`src/rtl/quad_enc_pkg.sv`:
```
// Shared A/B state encodings, step classification and signed saturation
// used by the quadrature encoder front end.
package quad_enc_pkg;

    localparam logic [1:0] STEP_0 = 2'b00;
    localparam logic [1:0] STEP_1 = 2'b01;
    localparam logic [1:0] STEP_2 = 2'b10;
    localparam logic [1:0] STEP_3 = 2'b11;

    typedef enum logic [1:0] {
        STEP_NONE    = 2'd0,
        STEP_UP      = 2'd1,
        STEP_DOWN    = 2'd2,
        STEP_ILLEGAL = 2'd3
    } step_t;

    // Forward sequence is 00 -> 01 -> 11 -> 10 -> 00; a two-bit change is illegal.
    function automatic step_t decode_step(input logic [1:0] old_ab, input logic [1:0] new_ab);
        step_t res;
        res = STEP_NONE;
        case ({old_ab, new_ab})
            {STEP_0, STEP_1}, {STEP_1, STEP_3},
            {STEP_3, STEP_2}, {STEP_2, STEP_0}: res = STEP_UP;
            {STEP_1, STEP_0}, {STEP_3, STEP_1},
            {STEP_2, STEP_3}, {STEP_0, STEP_2}: res = STEP_DOWN;
            {STEP_0, STEP_3}, {STEP_3, STEP_0},
            {STEP_1, STEP_2}, {STEP_2, STEP_1}: res = STEP_ILLEGAL;
            default:                            res = STEP_NONE;
        endcase
        return res;
    endfunction

    function automatic logic signed [31:0] sat_signed(input logic signed [31:0] v,
                                                      input int unsigned     w);
        logic signed [31:0] hi;
        logic signed [31:0] lo;
        hi = (32'sd1 <<< (w - 32'd1)) - 32'sd1;
        lo = -(32'sd1 <<< (w - 32'd1));
        if (v > hi) begin
            return hi;
        end else if (v < lo) begin
            return lo;
        end else begin
            return v;
        end
    endfunction

endpackage

```
`src/rtl/quad_enc_channel.sv`:
```
// One encoder channel: synchroniser, stability filter, 4x decode, position
// counter, sticky illegal-transition flag and windowed speed accumulator.
module quad_enc_channel #(
    parameter int COUNT_W    = 16,
    parameter int SPEED_W    = 16,
    parameter int FILTER_LEN = 3
) (
    input  logic               clk_i,
    input  logic               rst_i,
    input  logic [1:0]         enc_ab_i,
    input  logic               count_clear_i,
    input  logic               error_clear_i,
    input  logic               window_end_i,
    output logic [COUNT_W-1:0] enc_count_o,
    output logic [SPEED_W-1:0] speed_o,
    output logic               enc_error_o
);
    import quad_enc_pkg::*;

    localparam int CNT_W = $clog2(FILTER_LEN + 1);
    localparam int ACC_W = SPEED_W + 1;

    logic [1:0]                s1_q, s2_q, prev_q;
    logic [1:0]                filt_q, filt_d;
    logic [CNT_W-1:0]          stable_q, stable_d;
    logic [COUNT_W-1:0]        count_q, count_d;
    logic                      err_q, err_d;
    logic signed [ACC_W-1:0]   acc_q, acc_d;
    logic signed [SPEED_W-1:0] speed_q, speed_d;
    step_t                     step_s;
    int                        run_s;
    logic signed [31:0]        step_val_s;
    logic signed [31:0]        sum_s;

    // Filter: a new A/B value is accepted only after FILTER_LEN agreeing samples.
    always_comb begin
        filt_d   = filt_q;
        stable_d = stable_q;
        step_s   = STEP_NONE;
        run_s    = 1;
        if (s2_q == filt_q) begin
            stable_d = '0;
        end else begin
            if (s2_q == prev_q) begin
                run_s = 32'(stable_q) + 1;
            end else begin
                run_s = 1;
            end
            if (run_s >= FILTER_LEN) begin
                filt_d   = s2_q;
                stable_d = '0;
                step_s   = decode_step(filt_q, s2_q);
            end else begin
                stable_d = CNT_W'(run_s);
            end
        end
    end

    // Position, sticky error and speed accumulation for the decoded step.
    always_comb begin
        count_d    = count_q;
        err_d      = err_q;
        acc_d      = acc_q;
        speed_d    = speed_q;
        step_val_s = 32'sd0;
        case (step_s)
            STEP_UP:   step_val_s = 32'sd1;
            STEP_DOWN: step_val_s = -32'sd1;
            default:   step_val_s = 32'sd0;
        endcase
        sum_s = 32'(acc_q) + step_val_s;

        if (count_clear_i) begin
            count_d = '0;
        end else if (step_s == STEP_UP) begin
            count_d = count_q + COUNT_W'(1'b1);
        end else if (step_s == STEP_DOWN) begin
            count_d = count_q - COUNT_W'(1'b1);
        end else begin
            count_d = count_q;
        end

        // A fresh illegal transition outranks a simultaneous clear.
        if (step_s == STEP_ILLEGAL) begin
            err_d = 1'b1;
        end else if (error_clear_i) begin
            err_d = 1'b0;
        end else begin
            err_d = err_q;
        end

        if (window_end_i) begin
            speed_d = SPEED_W'(sat_signed(sum_s, SPEED_W));
            acc_d   = '0;
        end else begin
            speed_d = speed_q;
            acc_d   = ACC_W'(sat_signed(sum_s, ACC_W));
        end
    end

    // Channel state registers.
    always_ff @(posedge clk_i or posedge rst_i) begin
        if (rst_i) begin
            s1_q     <= 2'b00;
            s2_q     <= 2'b00;
            prev_q   <= 2'b00;
            filt_q   <= 2'b00;
            stable_q <= '0;
            count_q  <= '0;
            err_q    <= 1'b0;
            acc_q    <= '0;
            speed_q  <= '0;
        end else begin
            s1_q     <= enc_ab_i;
            s2_q     <= s1_q;
            prev_q   <= s2_q;
            filt_q   <= filt_d;
            stable_q <= stable_d;
            count_q  <= count_d;
            err_q    <= err_d;
            acc_q    <= acc_d;
            speed_q  <= speed_d;
        end
    end

    assign enc_count_o = count_q;
    assign speed_o     = speed_q;
    assign enc_error_o = err_q;

endmodule

```
`src/rtl/quad_encoder_speed.sv`:
```
// Multi-channel quadrature encoder front end: position, illegal-transition
// flags and per-window signed speed, with one window timer shared by all channels.
module quad_encoder_speed #(
    parameter int NUM_CH        = 4,
    parameter int COUNT_W       = 16,
    parameter int SPEED_W       = 16,
    parameter int WINDOW_CYCLES = 50000,
    parameter int FILTER_LEN    = 3
) (
    input  logic                      clk,
    input  logic                      reset,
    input  logic [2*NUM_CH-1:0]       enc,
    input  logic [NUM_CH-1:0]         count_clear,
    input  logic [NUM_CH-1:0]         error_clear,
    output logic [NUM_CH*COUNT_W-1:0] enc_count,
    output logic [NUM_CH*SPEED_W-1:0] speed,
    output logic                      speed_valid,
    output logic [NUM_CH-1:0]         enc_error
);
    import quad_enc_pkg::*;

    localparam int               TIMER_W    = (WINDOW_CYCLES > 1) ? $clog2(WINDOW_CYCLES) : 1;
    localparam logic [TIMER_W-1:0] TIMER_LAST = TIMER_W'(WINDOW_CYCLES - 1);

    logic [TIMER_W-1:0] timer_q, timer_d;
    logic               window_end_s;
    logic               valid_q;

    // Window timer wraps on its terminal count; that edge latches every speed field.
    always_comb begin
        window_end_s = (timer_q == TIMER_LAST);
        if (window_end_s) begin
            timer_d = '0;
        end else begin
            timer_d = timer_q + TIMER_W'(1'b1);
        end
    end

    // Timer and speed_valid registers.
    always_ff @(posedge clk or posedge reset) begin
        if (reset) begin
            timer_q <= '0;
            valid_q <= 1'b0;
        end else begin
            timer_q <= timer_d;
            valid_q <= window_end_s;
        end
    end

    assign speed_valid = valid_q;

    for (genvar i = 0; i < NUM_CH; i++) begin : g_ch
        quad_enc_channel #(
            .COUNT_W    (COUNT_W),
            .SPEED_W    (SPEED_W),
            .FILTER_LEN (FILTER_LEN)
        ) u_ch (
            .clk_i         (clk),
            .rst_i         (reset),
            .enc_ab_i      (enc[2*i +: 2]),
            .count_clear_i (count_clear[i]),
            .error_clear_i (error_clear[i]),
            .window_end_i  (window_end_s),
            .enc_count_o   (enc_count[i*COUNT_W +: COUNT_W]),
            .speed_o       (speed[i*SPEED_W +: SPEED_W]),
            .enc_error_o   (enc_error[i])
        );
    end

endmodule

```
`config.mk`:
```
export PLATFORM = sky130hd
export DESIGN_NAME = quad_encoder_speed
export DESIGN_NICKNAME = d
export VERILOG_FILES = /design/src/rtl/quad_enc_pkg.sv /design/src/rtl/quad_enc_channel.sv /design/src/rtl/quad_encoder_speed.sv
export SDC_FILE = /design/constraint.sdc
export NUM_CORES = 1
export LEC_CHECK = 0
export ABC_AREA = 1
export CAP_MARGIN = 5
export CORE_UTILIZATION = 45
export CTS_CLUSTER_DIAMETER = 40
export DETAILED_ROUTE_END_ITERATION = 12
export MAX_ROUTING_LAYER = met4
export SETUP_SLACK_MARGIN = 0.05
export SYNTH_ARGS = -nofsm -noshare
export SYNTH_HDL_FRONTEND = slang
export SYNTH_SLANG_ARGS = --single-unit
```
`constraint.sdc`:
```
create_clock -name clk -period 18.9 [get_ports clk]
set_input_delay 4.725 -clock clk [delete_from_list [all_inputs] [get_ports clk]]
set_output_delay 4.725 -clock clk [all_outputs]
set_load 0.02 [all_outputs]
```
==> reports/qor.yml <==
skew_ns: 0.0177
cts-htree-levels: 2
tns_ns: 0
die_area_sq_mm: 0.0388
globalplace.congestion: 0.886
cpPeakStageDelay_ns: 0.92
synthDistinctLibCells: 49
grt-ovfl-total: 0
ant_nets: 0
slew_headroom: 0.259
ctsResizeCount: 0
hpwlAfterDp_microns: 29000
firstDrtPassIters: 5
cts_hold_buf: 0
synth_area_leaders: "dfrtp_1 38%, nand2_1 13%, ha_1 10%, a21oi_1 5.9%, inv_1 5.8%"
ys_seq_area_frac: 0.376
cp_slowest_cell: "nor3_2"
dieHeight_microns: 197
tritoncts: "done"
ios: 151
peakVddDrop_mv: 0.0810
drt-initial-drc-count: 706
worstPathCellList: "clkdlybuf4s50_1, nor3_2, nor2_1, inv_1, a21oi_1, o21ai_0, nand2_1"
yosysTopAreaCell: "dfrtp_1"
async_flop_share: 1.00
yosysMostFrequentCell: "nand2_1"
synth_top_cell_area_share: 0.376
switching_share: 0.441
postCtsSetupBuffers: 0
syn2layout_area_growth_pct: 22.3
grt_first_pass_wirelength_microns: 69800
clk_path_buf_depth: 3
drc: 0
cts_root_buf: "clkbuf_16"
internal_power_mw: 2.07
synth.avg_cell_area_sq_um: 7.74
drt-total-wl_microns: 41100
p_leak_nw: 11.0
final-hold-violation-count: 0
vias: 14900
io_buffers: 150
total_power_mw: 3.71
setup_viol: 0
die_w_microns: 197
fin_crit_ns: 6.55
start_kind: "primary input"
min_period_over_period: 0.347
arrival_ns: 6.99
rsz0062_at_grt: "false"
yosysWarnings: 0
wire_per_inst_microns: 14.0
status: "finished, final reports clean"
syn_nets: 2378
cap_viol_max_count: 0
fin_ws_ns: 12.35
cts.clk_slew.worst_paths_ns: 0.05
synth_edf_count: 0
clock_latency_ns: 0.57
report.final.slew_viol_count: 0
layout.nets: 2546
fillers: 3546
critical_path_required_ns: 19.34
initial_utilization: 0.455
cp_max_fo: 18
antenna_found_initial: 0
clock_power_share: 0.264
power.density_mw_per_mm2: 177
switchingPower_mw: 1.64
cts_buffers: 51
grt_max_degree: 146
core_area_sq_mm: 0.0376
antenna_cells: 0
synthTopCellsByCount: "593 x nand2_1, 264 x inv_1, 257 x dfrtp_1, 202 x a21oi_1, 141 x ha_1"
seq_power_share: 0.214
synth_seq_cells: 257
hp-class: "reg2reg"
grt_pass1_vias: 14600
cts.sinks: 257
syn_area_sq_mm: 0.0171
place_ws_ns: 11.75
crit_path_end_kind: "flip-flop"
synthFlopType: "dfrtp_1"
worst_pin_slew_ns: 1.11
postSynthCellCount: 2211
power.share.combinational: 0.522
critPathKind: "in2reg"
max_freq_ghz: 0.153
viasPerCell: 5.08
drive_gt1_frac: 0.0942
rows: 71
grtUsageTotal: 0.225
[power groups by stage]
| stage | registers, mW | logic, mW | clock network (mW) |
|---|---|---|---|
| after floorplan | 0.837 | 1.45 | 0 |
| after global placement | 0.800 | 1.90 | 0 |
| after detailed placement | 0.804 | 1.93 | 0 |
| after CTS | 0.797 | 1.94 | 0.999 |
| after global routing | 0.812 | 2.22 | 1.03 |
| final | 0.795 | 1.94 | 0.979 |
[registers in the layout (all words and copies together), names as in the netlist]
signal and cells:
g_ch.u_ch.speed_o 64, speed_valid 1, g_ch.u_ch.stable_q 8, g_ch.u_ch.enc_error_o 4
g_ch.u_ch.s2_q 8, g_ch.u_ch.s1_q 8, g_ch.u_ch.acc_q 68, g_ch.u_ch.filt_q 8
g_ch.u_ch.enc_count_o 64, timer_q 16, g_ch.u_ch.prev_q 8
[metal layers]
| metal | track usage | part of all wire | wire (microns) |
|---|---|---|---|
| met1 | 0.288 | 0.47 | 19500 |
| met3 | 0.0390 | 0.039 | 1600 |
| met2 | 0.364 | 0.47 | 19100 |
| met4 | 0.0620 | 0.021 | 873 |
| met5 | - | 0 | 0 |
[area by class of cell]
type                       count  area (sq um)  share of cell area
clock buffer                  60          1390              0.0666
clock inverter                35           482              0.0230
inverter                     270          1020              0.0488
multi-input combinational   1647          9430               0.451
sequential                   257          6430               0.307
tap                          511           639              0.0306
timing repair buffer         152          1530              0.0731
[critical path: cells and delay by family]
kind / cells / cell delay [ns]
compound gates: 2 / 0.14
buf+inv: 2 / 0.72
simple gates: 3 / 1.40
[final timing paths]
check,startpoint,to,slack (ns),cells past startpoint
worst max-delay path,count_clear[3],g_ch[3].u_ch.enc_count_o[10],12.35,7
worst min-delay path,g_ch[0].u_ch.s1_q[0],g_ch[0].u_ch.s2_q[0],0.34,0
worst max register to register,g_ch[1].u_ch.stable_q[0],g_ch[1].u_ch.speed_o[11],14.23,20
worst min register to register,g_ch[0].u_ch.s1_q[0],g_ch[0].u_ch.s2_q[0],0.34,0
max in group asynchronous,reset,g_ch[3].u_ch.speed_o[3],12.94,3
min in group asynchronous,reset,g_ch[2].u_ch.enc_count_o[14],4.69,2
[cell usage in the layout (no fill, tap or decap), types with 8 or more instances in the layout]
cell / n
nand2_2: 20
inv_1: 263
nand2_1: 593
xor2_1: 49
o21ai_0: 87
clkdlybuf4s50_1: 150
a21oi_1: 202
o21bai_1: 14
ha_1: 141
a21oi_2: 15
o211ai_1: 16
nor4_1: 8
nand4_1: 20
nor2_1: 135
dfrtp_1: 257
clkbuf_16: 53
clkinvlp_4: 9
nor3_1: 13
bufinv_16: 10
fa_1: 8
or2_2: 61
a21boi_2: 10
xnor2_1: 27
a31oi_1: 9
a21boi_1: 10
nand3_1: 125
a21o_1: 10
a21boi_0: 11
[logic make-up (layout without fill, tap and decap cells)]
| logic type | after synthesis | after routing | share of synthesized area |
|---|---|---|---|
| xor gates and xnor gates | 76 | 76 | 0.0389 |
| and+or+nand+nor | 1014 | 1014 | 0.258 |
| adders and majority gates | 149 | 149 | 0.112 |
| DFF | 257 | 257 | 0.376 |
| buffers and inverters | 307 | 517 | 0.0734 |
| AOI/OAI and AO/OA | 408 | 408 | 0.141 |
[metrics by stage]
step	std cells	utilization	hold WS, ns	instance area [sq um]
after floorplan	2211	-	0.331	17100
after global placement	2837	0.507	0.332	19100
after detailed placement	2837	0.507	0.336	19100
after CTS	2932	0.557	0.345	20900
after global routing	2932	0.557	0.358	20900
final	2932	0.557	0.342	20900
Power figures use the tool's default switching activity.
